<file path="config.mk">
export PLATFORM = sky130hd
export DESIGN_NAME = fxp_round_sched
export DESIGN_NICKNAME = d
export VERILOG_FILES = /design/src/rtl/fxp_round_sched.sv
export SDC_FILE = /design/constraint.sdc
export NUM_CORES = 1
export LEC_CHECK = 0
export CAP_MARGIN = 20
export CORE_AREA = 2 2 66 68
export DETAILED_ROUTE_END_ITERATION = 7
export DIE_AREA = 0 0 68 70
export PLACE_DENSITY = 0.85
export REMOVE_ABC_BUFFERS = 1
export SLEW_MARGIN = 20
export SYNTH_ARGS = -nofsm -noshare
export SYNTH_HDL_FRONTEND = slang
export SYNTH_SLANG_ARGS = --single-unit
</file>
<file path="constraint.sdc">
create_clock -name clk -period 4.7 [get_ports clk]
set_input_delay 0.94 -clock clk [delete_from_list [all_inputs] [get_ports clk]]
set_output_delay 0.94 -clock clk [all_outputs]
set_load 0.03 [all_outputs]
</file>
<file path="src/rtl/fxp_round_sched.sv">
// fxp_round_sched: two-requester round-robin scheduler feeding a single
// floor/ceil rounding stage into a one-entry result register.
// Optional macro FXP_ROUND_SAT_EN: ceil overflow saturates to the max
// positive integer instead of wrapping (flag is raised either way).
module fxp_round_sched #(
    parameter int WI = 8,
    parameter int WF = 32
) (
    input  logic             clk,
    input  logic             rst_n,
    input  logic             req0_valid,
    output logic             req0_ready,
    input  logic [WI+WF-1:0] req0_a,
    input  logic             req0_mode,
    input  logic             req1_valid,
    output logic             req1_ready,
    input  logic [WI+WF-1:0] req1_a,
    input  logic             req1_mode,
    output logic             res_valid,
    input  logic             res_ready,
    output logic [WI+WF-1:0] res_data,
    output logic             res_oflag,
    output logic             res_id
);
    localparam int W = WI + WF;

    typedef struct packed {
        logic [W-1:0] a;
        logic         mode;
    } op_t;

    logic          prio;
    logic          slot_free;
    logic          both;
    logic          grant0;
    logic          grant1;
    logic          accept;
    logic          sel;
    op_t           op;
    logic [WI-1:0] int_f;
    logic [WI-1:0] int_r;
    logic          frac_nz;
    logic          ceil_inc;
    logic          ovf;

    // Arbitration: readies only look at valids, slot state and prio.
    always_comb begin
        slot_free  = ~res_valid | res_ready;
        both       = req0_valid & req1_valid;
        grant0     = req0_valid & (~req1_valid | ~prio);
        grant1     = req1_valid & (~req0_valid | prio);
        req0_ready = slot_free & grant0;
        req1_ready = slot_free & grant1;
        accept     = req0_ready | req1_ready;
        sel        = req1_ready;
    end

    // Rounding of the granted operand; the fractional field is always cleared.
    always_comb begin
        op       = sel ? op_t'{a: req1_a, mode: req1_mode}
                       : op_t'{a: req0_a, mode: req0_mode};
        int_f    = op.a[W-1:WF];
        frac_nz  = |op.a[WF-1:0];
        ceil_inc = op.mode & frac_nz;
        ovf      = ceil_inc & (int_f == {1'b0, {(WI-1){1'b1}}});
`ifdef FXP_ROUND_SAT_EN
        int_r    = ovf ? {1'b0, {(WI-1){1'b1}}}
                       : int_f + {{(WI-1){1'b0}}, ceil_inc};
`else
        int_r    = int_f + {{(WI-1){1'b0}}, ceil_inc};
`endif
    end

    // Result register and priority pointer: load on accept, drop valid on
    // a drain without a replacement, otherwise hold.
    always_ff @(posedge clk or negedge rst_n) begin
        if (!rst_n) begin
            res_valid <= 1'b0;
            res_data  <= '0;
            res_oflag <= 1'b0;
            res_id    <= 1'b0;
            prio      <= 1'b0;
        end else begin
            if (accept) begin
                res_valid <= 1'b1;
                res_data  <= {int_r, {WF{1'b0}}};
                res_oflag <= ovf;
                res_id    <= sel;
                if (both) prio <= ~sel;
            end else if (res_ready) begin
                res_valid <= 1'b0;
            end
        end
    end
endmodule

</file>
# After elaboration in Yosys (flattened, before gate mapping)

Index checks and enable logic that the tools add are counted.
Widths: inputs -> output; s select.

Flip-flop bits (word level): 12
Input port bits: 87
Output and inout bits: 45
Word-level logic and storage cells: 29

$add $sub $neg: 1
Equality and inequality tests: 1
Multiplexer cells: 3
Bitwise gates (word level): 16
Reductions and logical operators: 3

Operator list:

| cell               | number |
|---|---|
| $mux 41            | 1 |
| $reduce_or 32->1   | 1 |
| $add 8x1->8        | 1 |
| $eq 8x7->1 const B | 1 |
| $and 1x1->1        | 7 |
| $not 1->1          | 5 |
| $or 1x1->1         | 4 |
| $mux 1             | 2 |
| $reduce_and 2->1   | 1 |
| $reduce_bool 2->1  | 1 |

# Depth between registers and ports, before layout

Word-level depth: 8
Gate-level depth with buffers: 12
Gate-level depth less buffers: 12

# Worst setup path after synthesis

Ideal clock, no wire load.

Path type: input-to-reg
Start point: in res_ready
End point: reg res_data[36]
Arrival time: 2,623 ps
Required time: 4,573 ps
Slack: 1,951 ps
Cell stages on the path: 12
Buffers on the path: 0
Cell sequence: nand2b_2 > nand3_2 > inv_2 > o211ai_1 > o21ai_0 > ha_1 > ha_1 > nand3_1 > xor2_1 > nand2_1 > o211ai_1 > o21ai_1

Word-level cells in the longest chain between the ends: 6

RTL lines:

| item                 | RTL line | RTL |
|---|---|---|
| start, declared      | 20       | `input logic res_ready,` |
| $or 1x1->1 *         | 48       | `slot_free = ~res_valid \| res_ready;` |
| $and 1x1->1 *        | 53       | `req1_ready = slot_free & grant1;` |
| via req1_ready       | 16       | `output logic req1_ready,` |
| $mux 41              | 60       | `op = sel ? op_t'{a: req1_a, mode: req1_mode}` |
| $reduce_or 32->1     | 63       | `frac_nz = \|op.a[WF-1:0];` |
| $and 1x1->1          | 64       | `ceil_inc = op.mode & frac_nz;` |
| $add 8x1->8          | 70       | `int_r = int_f + {{(WI-1){1'b0}}, ceil_inc};` |
| end signal, assigned | 86       | `res_data <= {int_r, {WF{1'b0}}};` |
| end, declared        | 21       | `output logic [WI+WF-1:0] res_data,` |

The timed path passes the listed nets; every way through them passes the cells marked *.
A chain may end at the register's enable or synchronous reset.

# Final worst setup path

Start point: in res_ready
End point: out req1_ready

Word-level cells in the longest chain between the ends: 2

RTL lines:

| item          | RTL line |
|---|---|
| $or 1x1->1    | 48 |
| $and 1x1->1   | 53 |
| end, declared | 16 |

No other way between the ends.

==> qor.csv <==
metric,value,unit
status,"complete, no violations",
synth-seq-cells,12,
clock_skew,0.001864,ns
cts_setup_buffers,0,
synth_cell_type_count,31,
cts_made_buffers,3,
via_per_inst,4.527,
syn_inst,143,
fin_util,0.5154,
hold_viol_final,0,
postCtsHoldBufs,0,
cts_tree,done,
first_pass_iters,4,
core-area,4144,sq um
syn_area_per_cell,8.216,sq um
start_util,0.2835,
ios,132,
seq_area_frac_synth,0.2556,
worst_pin_slew,0.5487,ns
yosys_warnings,0,
pre_cts_slack,0.9638,ns
cts_resized,0,
synth-xor-area-share,0.08200,
postPlaceCellArea,2095,sq um
syn_area,1175,sq um
dpl.cell_count,291,
fmax,268.2,MHz
portBuffers,99,
synth_largest_area_cell,dfrtp_1,
setup_slack,0.9715,ns
synthAdderAreaFrac,0.02130,
layout.cells.non_filler,294,
cap_violations,0,
crit_type,input port to output port,
vdd_ir_drop_max,0.1337,mV
final_cell_mix,"clkdlybuf4s50_1, conb_1, nand2_1",
grt_overflow,0,
grt_pass1_vias,1386,
synth_top_area_frac,0.2556,
synth_compound_area_frac,0.09691,
drt_iter0_drc,48,
drc_errors,0,
power.leakage,0.0008483,uW
p_seq_frac,0.270,
path_clk_slew,0.05,ns
worst_ep_required_time,3.76,ns
setup_viol,0,
detail-route-antenna-nets,0,
min_path_type,flip-flop to flip-flop,
relSlewSlack,0.6331,
critPathCaptureType,output port,
antenna_found_initial,0,
die_w,68,um
drive_above_1_share,0.04132,
gp_congestion,0.8368,
fp.dieArea,4760,sq um
grt_usage,0.1663,
die_height,70,um
busiest_layer,met2,
switching_share,0.4050,
num_vias,1331,
arrival,2.79,ns
finalSetupTns,0,ns
grt_util_met1,0.2103,
power_frac_comb,0.566,
synth_top_family_by_area,simple AND/OR/NAND/NOR gates,
met3_usage,0.04831,
clock_sinks,12,
diodes,0,
ys_top_cells_by_area,"dfrtp_1, buf_4, nor4_1",
powerDensity,275.6,nW/um^2
final_common_cell,clkdlybuf4s50_1,
nets,333,
p_int,350.2,uW
rsz0062_at_grt,false,
critPathMaxFanout,15,
slew_violations,0,
grt_max_degree,16,
use_met2,0.2686,
htree_num_levels,1,
grt_pass1_wl,6120,um
clk_latency,0.25,ns
min_period,3.728,ns
area_delta_synth_final,81.79,%
p_sw,238.4,uW
clkPwrFrac,0.164,
timing.final.crit_share,0.7933,
clockBufferDepth,2,
wl_per_cell,12.87,um
stdcell_area,2136,sq um
post-dp-hpwl,3263,um
synth-simple-area-share,0.2918,
wl,3784,um
root_buffer,clkbuf_8,
fp-row-count,24,
critPathLaunchType,input port,
synthMuxAreaShare,0.02769,
critical path, cell delays in order:
cell and delay (ns):
clkdlybuf4s50_1 0.45, nand2b_2 0.15, nand3_2 0.27, inv_2 0.25
clkdlybuf4s50_1 0.72
per-stage QoR:
step	hold WS, ns	total power [uW]
after floorplan	0.4584	328.6
after global placement	0.4672	490.4
after detailed placement	0.4707	493.2
after CTS	0.4967	593.6
after global routing	0.5209	621.2
final	0.4935	588.6
cell families (layout without fill, tap and decap cells):
family,Yosys count,in the layout
flops,12,12
buf+inv,36,104
simple gates,62,62
fa+ha+maj,2,2
mux,3,3
xor+xnor,11,11
compound gates,16,16
other cells,1,32
Yosys cell counts, drive strengths merged:
library cell,instances
inv,2
mux2i,1
buf,34
xor2,7
conb,1
o22ai,1
o22a,1
nor4,16
dfrtp,12
nand3,12
nand4,4
mux2,2
a21oi,1
nand2,18
o32ai,1
o221ai,1
and4,2
ha,2
a22o,2
nand2b,2
xnor2,4
and3,2
nand4b,2
o211ai,3
o21ai,6
nor2,4
path summary, 6_finish.rpt:
| path | end | start | cells past startpoint | slack (ns) |
|---|---|---|---|---|
| max | req1_ready | res_ready | 5 | 0.97 |
| min | res_id | res_id | 2 | 0.49 |
| max reg2reg | res_data[36] | res_valid | 12 | 2.18 |
| min reg2reg | res_id | res_id | 2 | 0.49 |
| max in group asynchronous | res_oflag | rst_n | 1 | 3.29 |
| min in group asynchronous | res_data[36] | rst_n | 1 | 1.05 |
power by group through the flow:
stage / Combinational, uW / Clock, uW / Sequential, uW
floorplan: 111 / 0 / 218
finish: 333 / 96.5 / 159
global placement: 330 / 0 / 160
global route: 359 / 99.8 / 162
CTS: 335 / 98.5 / 160
detailed placement: 333 / 0 / 160
state kept, by name, indices dropped and copies added (netlist names):
name and cells:
prio 1, res_data 8, res_id 1, res_valid 1, res_oflag 1
area by class of cell:
type | count | area, sq um
Fill cell | 411 | 2008
Timing Repair Buffer | 99 | 991.0
Multi-Input combinational cell | 126 | 730.7
Sequential cell | 12 | 300.3
Tap cell | 52 | 65.06
Clock buffer | 3 | 41.29
Inverter | 2 | 7.507
routing by layer:
layer	vias up	part of all wire
li1	655	-
met2	57	0.51
met5	-	0
met4	0	0.013
met3	5	0.076
met1	614	0.40
No activity file was read; power rests on OpenSTA's default activity.
